`config.mk`:
```
export PLATFORM = sky130hd
export DESIGN_NAME = parking_space_manager
export DESIGN_NICKNAME = d
export VERILOG_FILES = /design/src/rtl/parking_space_manager.sv
export SDC_FILE = /design/constraint.sdc
export NUM_CORES = 1
export LEC_CHECK = 0
export BUFFER_PORTS_ARGS = -buffer_cell sky130_fd_sc_hd__buf_2
export CAP_MARGIN = 30
export CORE_MARGIN = 8
export CORE_UTILIZATION = 50
export CTS_CLUSTER_SIZE = 28
export DETAILED_ROUTE_END_ITERATION = 7
export GPL_TIMING_DRIVEN = 0
export PLACE_DENSITY_LB_ADDON = 0.2
export SETUP_SLACK_MARGIN = 0.05
export SYNTH_ARGS = -nofsm -noshare
export SYNTH_HDL_FRONTEND = slang
export SYNTH_SLANG_ARGS = --single-unit
```
`constraint.sdc`:
```
create_clock -name clk -period 2.4 [get_ports clk]
set_input_delay 0.12 -clock clk [delete_from_list [all_inputs] [get_ports clk]]
set_output_delay 0.12 -clock clk [all_outputs]
set_load 0.02 [all_outputs]
```
`src/rtl/parking_space_manager.sv`:
```
// Parking space allocator: grants the lowest free space to a waiting car and frees spaces on exit.
// Optional sticky illegal-exit flag on err when PARK_SPACE_ERR_EN is defined.
module parking_space_manager (
  input  logic       clk,
  input  logic       rst_n,
  input  logic       entry_req,
  input  logic       exit_valid,
  input  logic [2:0] exit_space,
  input  logic [2:0] park_number,
  output logic [7:0] parking_capacity,
  output logic       enable,
  output logic       entry_ack,
  output logic [2:0] assigned_space,
  output logic [3:0] free_count,
  output logic       full,
  output logic       err
);

  typedef enum logic [1:0] {StIdle, StLookup, StAlloc} state_e;

  state_e     state;
  logic       exit_legal;
  logic       alloc_hit;
  logic [7:0] cap_next;
  logic [3:0] count_next;

  // Exit legality uses the pre-edge map, so an exit naming the space being allocated is illegal.
  always_comb begin
    exit_legal = exit_valid && !parking_capacity[exit_space];
    alloc_hit  = (state == StAlloc) && parking_capacity[assigned_space];
    cap_next   = parking_capacity;
    if (alloc_hit) cap_next[assigned_space] = 1'b0;
    if (exit_legal) cap_next[exit_space] = 1'b1;
    count_next = free_count + {3'b000, exit_legal} - {3'b000, alloc_hit};
  end

  always_ff @(posedge clk or negedge rst_n) begin
    if (!rst_n) begin
      state            <= StIdle;
      parking_capacity <= 8'hFF;
      free_count       <= 4'd8;
      assigned_space   <= 3'd0;
    end else begin
      parking_capacity <= cap_next;
      free_count       <= count_next;
      case (state)
        StIdle: begin
          if (entry_req && !full) state <= StLookup;
        end
        StLookup: begin
          assigned_space <= park_number;
          state          <= StAlloc;
        end
        StAlloc: begin
          state <= StIdle;
        end
        default: begin
          state <= StIdle;
        end
      endcase
    end
  end

  assign full      = (free_count == 4'd0);
  assign enable    = (state == StLookup);
  assign entry_ack = (state == StAlloc);

`ifdef PARK_SPACE_ERR_EN
  logic exit_illegal;
  assign exit_illegal = exit_valid && parking_capacity[exit_space];

  always_ff @(posedge clk or negedge rst_n) begin
    if (!rst_n) begin
      err <= 1'b0;
    end else if (exit_illegal) begin
      err <= 1'b1;
    end
  end
`else
  assign err = 1'b0;
`endif

endmodule

```
==> results.md, run 1 <==
- Die Width: between 60 and 70 um
- Synth area leaders: dfstp_2 23%, dfrtp_1 19%, mux2_2 8.7%
- Crit path launch type: register
- Remaining global-route overflow: 0
- Hold_sp: park_number[1]
- Pwr/cell area: 1429 mW/mm^2
- CTS tree: built
- HPWL Detailed: around 1800 um
- DIE AREA: between 0.003 and 0.004 mm^2
- Root buf cell: clkbuf_4
- Status: finished clean
- Netlist Area Pre-Place: slightly above 0.001 mm^2
- Max Fclk: ~0.44 GHz
- Fin. Hold Viols: 0
- Worst hold slack: approximately 0.058 ns
- TNS Setup: 0 ns
- Antenna cells: 0
- CP max FO: 6
- Chip height: 61.44 um
- Total global-route track usage: between 10 and 15%
- Top_reg_cell synth: dfstp_2
- Initial antenna violation count: 0
- Vias in the first global route: between 800 and 900
- Fraction of layout cells with a size suffix above 1: 44.27%
- Largest area contributor in the netlist: dfstp_2
- CP bufs+invs: 4
- Crit path DAT: about 2.5 ns
- Maximum VDD drop: between 0.8 and 0.9 mV
- Avg WL per Cell: between 15 and 20 um
- # fillers: 172
- Sink Count: 17
- DRC: 0
- Setup CP Type: reg -> reg
- FF-to-FF Start: assigned_space[0]
- DR pass1 iterations: 4
- CP Launch Point: assigned_space[0]
- Layout Nets: 148
- Max_cap viols: 0
- Starting DRT DRC Count: 24
- Period utilization: a little over nine tenths
- H-Tree Depth: 1
- Syn Inst Count: 98
- TritonCTS Buffers: 3
- Gpl congestion: ~0.81
- FFs w/ async S/R, synth: between 90% and 100%
- Initial Util: between 50% and 60%
- Clk Latency, worst-skew pair: roughly 0.29 ns
- Clock-pin slew on the worst setup and hold paths: 0.10 ns
- Total core area: roughly 0.0020 mm^2
- Crit end category: register
- IO Pins: 29
- Register bit total from synthesis: 17
- Vias: slightly below 900
- Setup-failing EPs final: 0
- Count of final max-slew check failures: 0
- Worst path slowest cell: fa_1
- Final ANT Viol Nets: 0
- EDFF count, synth: 0
- RSZ-0062 raised after global routing: no
- Row cnt: 16
- Post-synthesis sequential area ratio: a little over two fifths
- Worst path cell trace: buf_6 -> mux2_4 -> o31ai_4 -> nor3_2 -> ha_1 -> inv_1 -> ha_2 -> inv_1 -> fa_1 -> inv_1
- Power Total: 0.001831 W
- Syn Nets: ~110
- Buffer levels on the longest clock path: 2
- First-pass GRT wire length: around 4000 um
- Synth top cells by count: 9 x dfstp_2, 9 x inv_1, 8 x dfrtp_1, 8 x mux2_2, 7 x o21ai_1
- Syn_area_per_cell: 10.53 um^2
- Critical path's most frequent cell: inv_1
- Synth warnings: 0
- Min-Delay Path Class: in -> reg
- Port Buffers: 25
- Post-route minimum period: between 2 and 2.5 ns
- Post-DR vias/cell: about 5.6
- Area share of the largest cell type after synthesis: 22.91%
- Total Wirelength: approximately 2400 um
- Dpl ws: ~0.084 ns
- Setup slack after layout: 0.1202 ns
- Largest net degree at the start of global routing: 18
- Netlist cell types: 34
- Crit path max-delay family: adder cells
- WP data required: ~2.6 ns
- Crit-path max cell delay: 0.48 ns
- Area grow syn2layout: 24.12%
- Leak pwr: between 0.5 and 0.6 nW
- Clock Skew: around 0.0048 ns
worst reg2reg max path, delay by kind of cell, from the launching register on:
kind,cells,cell delay [ns]
fa+ha+maj,3,0.92
flops,1,0.41
mux,1,0.31
buf+inv,4,0.29
compound gates,1,0.22
simple gates,1,0.06
placed cells by master, fill, tap and decap left out, types with 2 or more instances in the layout:
cell type	instances
a211o_1	2
nor3_2	2
dfrtp_1	8
clkbuf_4	3
nor2b_1	5
o21ai_1	7
ha_1	4
a31oi_1	2
o31ai_1	3
o21ai_0	3
nand3b_1	3
mux2i_1	2
a21oi_1	3
nand2b_1	3
dfstp_2	9
a2111oi_0	2
nand2_1	2
inv_1	9
buf_4	6
buf_2	25
mux2_2	7
layer usage:
layer / wire [um] / global-route usage (%)
met5: 0 / 0
met4: 18 / 7.143
met3: 236 / 3.549
met2: 1124 / 21.49
met1: 1060 / 17.36
worst paths after layout:
check | depth (start not counted) | slack, ns | end
worst max register to register | 10 | 0.12 | free_count[1]
min in group asynchronous | 2 | 0.27 | assigned_space[1]
worst min register to register | 2 | 0.52 | parking_capacity[7]
worst min-delay path | 2 | 0.06 | assigned_space[1]
worst max-delay path | 10 | 0.12 | free_count[1]
max in group asynchronous | 2 | 1.81 | free_count[3]
where the power goes:
part / switching, W / total, W / leakage, nW / internal [W]
registers: 0.000183 / 0.000667 / 0.191 / 0.000484
logic: 0.000547 / 0.00101 / 0.371 / 0.000460
clock network: 0.0000921 / 0.000157 / 0.0150 / 0.0000647
total: 0.000822 / 0.00183 / 0.577 / 0.00101
flip-flops by register name (all words and copies together), names as in the netlist:
register,cells
assigned_space,3
free_count,4
parking_capacity,8
state,2
logic make-up after synthesis:
family                     share of synthesized area, %
xor gates and xnor gates                          1.697
muxes                                             10.67
and+or+nand+nor                                   13.94
DFF                                               42.30
buffers and inverters                             6.545
adders and majority gates                         8.000
other                                            0.3633
AOI/OAI and AO/OA                                 16.48
layout make-up:
type                            instances  area (um^2)  area share, %
Tap cell                               27        33.78          2.637
Sequential cell                        17        436.7          34.08
Timing Repair Buffer                   29        157.7          12.30
Buffer                                  4        33.78          2.637
Inverter                                9        33.78          2.637
Multi-Input combinational cell         68        559.3          43.65
Clock buffer                            4        26.28          2.051
per-stage QoR:
step	util, %	instance area, um^2	instances
3_5_place_dp	60.71	1191	150
2_1_floorplan	-	1032	98
4_1_cts	62.56	1227	155
3_3_place_gp	60.71	1191	150
6_report	65.31	1281	158
5_1_grt	65.31	1281	158
what timing repair did:
item,in CTS,in global routing
resized for setup,0,6
hold endpoints to repair,8,0
endpoints found under the setup margin,0,3
buffers inserted,0,3
hold buffers,1,0
(Power assumes the default switching activity.)
==> inputs of run 2 (changes only) <==
--- a/config.mk
+++ b/config.mk
@@ -12,6 +12,7 @@
 export CTS_CLUSTER_SIZE = 28
 export DETAILED_ROUTE_END_ITERATION = 7
 export GPL_TIMING_DRIVEN = 0
+export HOLD_SLACK_MARGIN = 0.1
 export PLACE_DENSITY_LB_ADDON = 0.2
 export SETUP_SLACK_MARGIN = 0.05
 export SYNTH_ARGS = -nofsm -noshare
==> results.md, run 2 (synthesis results as in run 1) <==
- Gate power share: 55.2% (was 55.0%)
- Sink Count: 17 (unchanged)
- FF-to-FF Start: parking_capacity[0] (was assigned_space[0])
- Pwr/cell area: 1381 mW/mm^2 (was 1429 mW/mm^2)
- # fillers: 167 (was 172)
- WP data required: 2.60 ns (was 2.59 ns)
- Antenna cells: 0 (unchanged)
- DRC: 0 (unchanged)
- Largest register FFs: 8 (unchanged)
- Most common cell after layout, fill and taps aside: buf_2 (unchanged)
- Setup-failing EPs final: 0 (unchanged)
- Hold_sp: exit_space[1] (was park_number[1])
- DIE AREA: 0.003774 mm^2 (unchanged)
- Clock-pin slew on the worst setup and hold paths: 0.10 ns (about the same)
- Min-Delay Path Class: in -> reg (unchanged)
- Die Width: 61.44 um (unchanged)
- IO Pins: 29 (unchanged)
- Setup CP Type: reg -> reg (unchanged)
- Setup slack after layout: 0.1082 ns (was 0.1202 ns)
- Post-DR vias/cell: 5.497 (was 5.627)
- Crit end category: register (unchanged)
- P_sw: 0.0008249 W (was 0.0008221 W)
- CTS tree: built (unchanged)
- Share of power burned in registers: 36.2% (was 36.4%)
- Vias: 896 (was 889)
- Post-route minimum period: 2.292 ns (was 2.280 ns)
- HPWL Detailed: 1796 um (unchanged)
- Fraction of layout cells with a size suffix above 1: 42.65% (was 44.27%)
- Final ANT Viol Nets: 0 (unchanged)
- Leak pwr: 0.5981 nW (was 0.5772 nW)
- R2R depth: 9 (was 10)
- Count of final max-slew check failures: 0 (unchanged)
- Buffer levels on the longest clock path: 2 (unchanged)
- Largest Register: parking_capacity (unchanged)
- First-pass GRT wire length: 4036 um (was 3967 um)
- TritonCTS Buffers: 3 (unchanged)
- Maximum VDD drop: 0.8786 mV (was 0.8661 mV)
- Critical R2R Capture: free_count[1] (unchanged)
- Avg WL per Cell: 15.31 um (was 15.44 um)
- Max Fclk: 0.4363 GHz (was 0.4386 GHz)
- Port Buffers: 25 (unchanged)
- Placed cell count: 150 (unchanged)
- Internal Pwr Total: 0.001015 W (was 0.001009 W)
- Status: finished clean (unchanged)
- Total core area: 0.001962 mm^2 (unchanged)
- Switching share of power: 44.83% (was 44.90%)
- Crit path launch type: register (unchanged)
- Initial Util: 52.61% (unchanged)
- CP max FO: 6 (unchanged)
- Hold Path Depth: 3 (was 2)
- Vias in the first global route: 920 (was 887)
- Initial antenna violation count: 0 (unchanged)
- Fin. Hold Viols: 0 (unchanged)
- Clk Latency, worst-skew pair: 0.30 ns (was 0.29 ns)
- Layout Nets: 153 (was 148)
- Hold Path Sink: parking_capacity[6] (was assigned_space[1])
- TNS Setup: 0 ns (unchanged)
- Finished Layout Cells: 163 (was 158)
- Gpl congestion: 0.8142 (unchanged)
- Crit path DAT: 2.49 ns (was 2.47 ns)
- Largest net degree at the start of global routing: 18 (unchanged)
- Area grow syn2layout: 29.09% (was 24.12%)
- Starting DRT DRC Count: 22 (was 24)
- Row cnt: 16 (unchanged)
- H-Tree Depth: 1 (unchanged)
- Clock Skew: 0.004640 ns (was 0.004774 ns)
- Clk pwr share: 8.6% (about the same)
- RSZ-0062 raised after global routing: no (unchanged)
- DR pass1 iterations: 4 (unchanged)
- Total Wirelength: 2496 um (was 2439 um)
- Dpl ws: 0.08417 ns (unchanged)
- Chip height: 61.44 um (unchanged)
- Period utilization: 95.49% (was 94.99%)
- Worst R2R Setup Slack: 0.11 ns (was 0.12 ns)
- Post-Route Utilization: 67.92% (was 65.31%)
- Most frequent cells in the layout: 25 x buf_2, 9 x inv_1, 9 x dfstp_2 (unchanged)
- Max_cap viols: 0 (unchanged)
- Top Registers: parking_capacity: 8 flops, free_count: 4 flops, assigned_space: 3 flops (unchanged)
- Root buf cell: clkbuf_4 (unchanged)
- Total global-route track usage: 14.11% (was 13.89%)
- Remaining global-route overflow: 0 (unchanged)
run 2: layout make-up:
type / instances / area (um^2) / share of cell area (%)
Buffer: 4 / 33.78 / 2.535
Timing Repair Buffer: 34 / 207.7 / 15.59
Tap cell: 27 / 33.78 / 2.535
Clock buffer: 4 / 26.28 / 1.972
Sequential cell: 17 / 436.7 / 32.77
Inverter: 9 / 33.78 / 2.535
Multi-Input combinational cell: 68 / 560.5 / 42.07
run 2: how the worst max path moves through the flow:
stage / start / endpoint / slack [ns] / depth (start not counted)
2_1_floorplan: assigned_space[0] / free_count[2] / 0.10 / 10
3_3_place_gp: assigned_space[0] / free_count[2] / 0.14 / 10
3_5_place_dp: assigned_space[0] / free_count[2] / 0.08 / 10
4_1_cts: assigned_space[0] / free_count[2] / 0.07 / 10
5_1_grt: assigned_space[2] / free_count[1] / 0.02 / 9
6_report: parking_capacity[0] / free_count[1] / 0.11 / 9
run 2: power groups by stage:
| stage | Sequential (W) | Clock (W) | Combinational, W |
|---|---|---|---|
| floorplan | 0.000783 | 0 | 0.000519 |
| global placement | 0.000650 | 0 | 0.000900 |
| detailed placement | 0.000659 | 0 | 0.000928 |
| CTS | 0.000653 | 0.000165 | 0.000948 |
| global route | 0.000698 | 0.000166 | 0.00112 |
| finish | 0.000666 | 0.000158 | 0.00102 |
run 2: what timing repair did:
item | CTS | global route
hold endpoints to repair | 22 | 0
setup endpoints to repair | 0 | 3
hold buffers | 6 | 0
resized for setup | 0 | 7
setup buffers | 0 | 3
run 2: worst max-delay path, cell delays in order, from the launching register on:
cell and delay, ns:
dfstp_2 0.41, nor2b_1 0.13, a2111oi_0 0.44, o31ai_1 0.14, ha_1 0.30, inv_1 0.06, ha_2 0.17, inv_1 0.05
fa_1 0.48, inv_1 0.04
run 2: per-stage QoR:
stage / area [um^2] / total power (W) / hold WS (ns)
after CTS: 1277 / 0.001766 / 0.1212
after global placement: 1191 / 0.001550 / 0.05345
after floorplan: 1032 / 0.001302 / -0.1756
after global routing: 1333 / 0.001983 / 0.1644
after detailed placement: 1191 / 0.001588 / 0.06050
final: 1333 / 0.001840 / 0.1360
run 2: layer usage:
metal | global-route usage [%] | wire [um] | share of wire (%)
met1 | 17.48 | 1100 | 44
met2 | 22.24 | 1153 | 46
met3 | 3.340 | 211 | 8.5
met4 | 7.143 | 31 | 1.2
met5 | 0 | 0 | 0
==> inputs of run 3 (changes only) <==
--- a/config.mk
+++ b/config.mk
@@ -5,11 +5,12 @@
 export SDC_FILE = /design/constraint.sdc
 export NUM_CORES = 1
 export LEC_CHECK = 0
+export ABC_AREA = 1
 export BUFFER_PORTS_ARGS = -buffer_cell sky130_fd_sc_hd__buf_2
 export CAP_MARGIN = 30
 export CORE_MARGIN = 8
 export CORE_UTILIZATION = 50
-export CTS_CLUSTER_SIZE = 28
+export CTS_CLUSTER_SIZE = 8
 export DETAILED_ROUTE_END_ITERATION = 7
 export GPL_TIMING_DRIVEN = 0
 export HOLD_SLACK_MARGIN = 0.1
==> results.md, run 3 <==
- Status: finished clean (unchanged)
- Max Fclk: 0.4528 GHz (was 0.4363 GHz)
- Post-DR vias/cell: 4.885 (was 5.497)
- TNS Setup: 0 ns (unchanged)
- Post-synthesis compound-gate area fraction: 3.426% (was 16.48%)
- Post-DP Area: 0.001334 mm^2 (was 0.001191 mm^2)
- Area share of fa/ha/maj cells after synthesis: 7.066% (was 8.000%)
- Gpl congestion: 0.8327 (was 0.8142)
- H-Tree Depth: 1 (unchanged)
- Synth warnings: 0 (unchanged)
- Largest register FFs: 8 (unchanged)
- WP data required: 2.59 ns (was 2.60 ns)
- Area share of the largest cell type after synthesis: 20.24% (was 22.91%)
- Synth area leaders: dfstp_2 20%, dfrtp_1 17%, nand2_1 13% (was dfstp_2 23%, dfrtp_1 19%, mux2_2 8.7%)
- Setup CP Type: in -> reg (was reg -> reg)
- TritonCTS Buffers: 3 (unchanged)
- Largest area contributor in the netlist: dfstp_2 (unchanged)
- Fin. Hold Viols: 0 (unchanged)
- Worst hold slack: 0.1285 ns (was 0.1360 ns)
- Crit-path max cell delay: 0.55 ns (was 0.48 ns)
- Clock Skew: 0.005061 ns (was 0.004640 ns)
- Fraction of layout cells with a size suffix above 1: 30.53% (was 42.65%)
- Mux cell area share after synthesis: 0% (was 10.67%)
- DR top layer: met4 (unchanged)
- Antenna cells: 0 (unchanged)
- RSZ-0062 raised after global routing: no (unchanged)
- Min-Delay Path Class: in -> reg (unchanged)
- Vias: 1,065 (was 896)
- Syn Nets: 170 (was 114)
- Post-route minimum period: 2.209 ns (was 2.292 ns)
- Layout Nets: 207 (was 153)
- Top_reg_cell synth: dfstp_2 (unchanged)
- Netlist cell types: 30 (was 34)
- Die Width: 64.35 um (was 61.44 um)
- IO Pins: 29 (unchanged)
- Vias in the first global route: 1,079 (was 920)
- Most frequent cells in the layout: 40 x nand2_1, 26 x buf_2, 25 x inv_1 (was 25 x buf_2, 9 x inv_1, 9 x dfstp_2)
- Synth top cells by count: 40 x nand2_1, 25 x inv_1, 13 x nand3_1, 12 x nor2_1, 9 x dfstp_2 (was 9 x dfstp_2, 9 x inv_1, 8 x dfrtp_1, 8 x mux2_2, 7 x o21ai_1)
- Met2 wire length: 1301 um (was 1153 um)
- Largest net degree at the start of global routing: 18 (unchanged)
- Postcts setup bufs: 0 (unchanged)
- Leak pwr: 0.7722 nW (was 0.5981 nW)
- Syn_area_per_cell: 7.588 um^2 (was 10.53 um^2)
- Worst path slowest cell: dlygate4sd3_1 (was fa_1)
- Buffer levels on the longest clock path: 2 (unchanged)
- Remaining global-route overflow: 0 (unchanged)
- Post-route cell area: 0.001420 mm^2 (was 0.001333 mm^2)
- Total Wirelength: 2602 um (was 2496 um)
- Period utilization: 92.02% (was 95.49%)
- DIE AREA: 0.004140 mm^2 (was 0.003774 mm^2)
- Count of final max-slew check failures: 0 (unchanged)
- DRC: 0 (unchanged)
- Initial Util: 52.83% (was 52.61%)
- Crit path launch type: input pin (was register)
- Total core area: 0.002212 mm^2 (was 0.001962 mm^2)
- Clock-pin slew on the worst setup and hold paths: 0.10 ns (about the same)
- Clk Latency, worst-skew pair: 0.29 ns (was 0.30 ns)
- CTS tree: built (unchanged)
- Register bit total from synthesis: 17 (unchanged)
- Met1 WL: 1096 um (was 1100 um)
- Reg area: 436.7 um^2 (unchanged)
- Simple-gate share of the synthesized area: 36.40% (was 13.94%)
- Maximum VDD drop: 0.8435 mV (was 0.8786 mV)
- Crit end category: register (unchanged)
- EDFF count, synth: 0 (unchanged)
- Initial antenna violation count: 0 (unchanged)
- Post-Route Utilization: 64.20% (was 67.92%)
- Avg WL per Cell: 11.94 um (was 15.31 um)
- Syn Inst Count: 154 (was 98)
- Starting DRT DRC Count: 33 (was 22)
- HPWL Detailed: 2033 um (was 1796 um)
- Power Total: 0.001826 W (was 0.001840 W)
- DR pass1 iterations: 4 (unchanged)
- Top Registers: parking_capacity: 8 flops, free_count: 4 flops, assigned_space: 3 flops (unchanged)
- Max_cap viols: 0 (unchanged)
- XOR/XNOR Fraction of Synth Area: 1.499% (was 1.697%)
- FFs w/ async S/R, synth: 100.0% (unchanged)
- Port Buffers: 26 (was 25)
- Netlist Area Pre-Place: 0.001169 mm^2 (was 0.001032 mm^2)
- Worst path cell trace: dlygate4sd3_1 -> buf_6 -> inv_6 -> nand2_1 -> nand3_1 -> nand2_2 -> nor2_8 -> nand2_1 -> ha_1 -> inv_1 -> ha_1 -> inv_1 -> fa_1 -> xnor2_1 (was nor2b_1 -> a2111oi_0 -> o31ai_1 -> ha_1 -> inv_1 -> ha_2 -> inv_1 -> fa_1 -> inv_1)
- Crit path DAT: 2.40 ns (was 2.49 ns)
- Final ANT Viol Nets: 0 (unchanged)
- Sink Count: 17 (unchanged)
- CP bufs+invs: 5 (was 3)
- Area grow syn2layout: 21.52% (was 29.09%)
- Largest Register: parking_capacity (unchanged)
- Multi-input gate area: 569.3 um^2 (was 560.5 um^2)
- Setup-failing EPs final: 0 (unchanged)
- Post-synthesis sequential area ratio: 37.37% (was 42.30%)
- First-pass GRT wire length: 4581 um (was 4036 um)
- Root buf cell: clkbuf_4 (unchanged)
- Chip height: 64.35 um (was 61.44 um)
- Most common cell after layout, fill and taps aside: nand2_1 (was buf_2)
- Pwr/cell area: 1286 mW/mm^2 (was 1381 mW/mm^2)
- Crit path max-delay family: buffers and inverters (was adder cells)
- CP max FO: 10 (was 6)
- # fillers: 212 (was 167)
- Met3 wire len: 195 um (was 211 um)
- Most numerous cell in the Yosys netlist: nand2_1
- Total global-route track usage: 13.24% (was 14.11%)
- Largest family of logic cells by synthesized area: simple AND/OR/NAND/NOR gates (was compound AO/OA/AOI/OAI gates)
- Row cnt: 17 (was 16)
==> run 3: cell types whose count changed after synthesis, moves of 6 or more <==
cell,delta
nand2_1,+38
inv_1,+16
nand3_1,+12
nor2_1,+11
mux2_2,-8
nand4_1,+8
o21ai_1,-6
==> run 3: area by class of cell <==
class,count,area share [%]
plain buffers,3,2.115
multi-input cells,102,40.09
repair buffers,32,13.39
well taps,28,2.467
clock buffers,4,1.850
inverters,32,9.339
flip-flops and latches,17,30.75
==> run 3: power breakdown <==
group	total, W	switching (W)	internal (W)
sequential	0.000577	0.000110	0.000467
clock	0.000156	0.0000911	0.0000647
combinational	0.00109	0.000699	0.000394
==> run 3: metrics by stage <==
stage	setup WS [ns]	instances
2_1_floorplan	0.2458	154
3_3_place_gp	0.2695	208
3_5_place_dp	0.2546	208
4_1_cts	0.1770	218
5_1_grt	0.06304	218
6_report	0.1914	218
==> run 3: tightest hold or removal path, stage by stage <==
cell and delay [ns]:
buf_2 0.14, nor2_4 0.05, nand4_1 0.07, nand2_1 0.05
==> run 3: kinds of logic after synthesis <==
| logic type | after synthesis |
|---|---|
| buffers and inverters | 35 |
| other | 1 |
| AND/OR/NAND/NOR | 86 |
| AO/OA/AOI/OAI | 7 |
| XOR/XNOR | 2 |
| adder cells (fa/ha/maj) | 6 |
| flip-flops | 17 |
==> run 3: per-layer routing <==
layer,GRT usage [%],up-vias
li1,-,551
met1,14.04,486
met2,23.98,26
met3,6.272,2
met4,1.362,0
met5,0,-
==> run 3: final timing paths <==
kind / start / to / slack [ns] / cells after the start
setup / recovery: exit_space[0] / free_count[2] / 0.19 / 14
hold / removal: exit_space[1] / parking_capacity[5] / 0.13 / 4
setup reg to reg: assigned_space[0] / free_count[2] / 0.23 / 12
hold reg to reg: state[1] / state[0] / 0.44 / 1
max in group asynchronous: rst_n / parking_capacity[4] / 1.82 / 2
min in group asynchronous: rst_n / state[0] / 0.26 / 2
==> run 3: repair_timing <==
item,CTS,global route
gates resized for setup,0,0
hold buffers,6,0
endpoints found under the setup margin,0,0
hold endpoints to repair,23,0
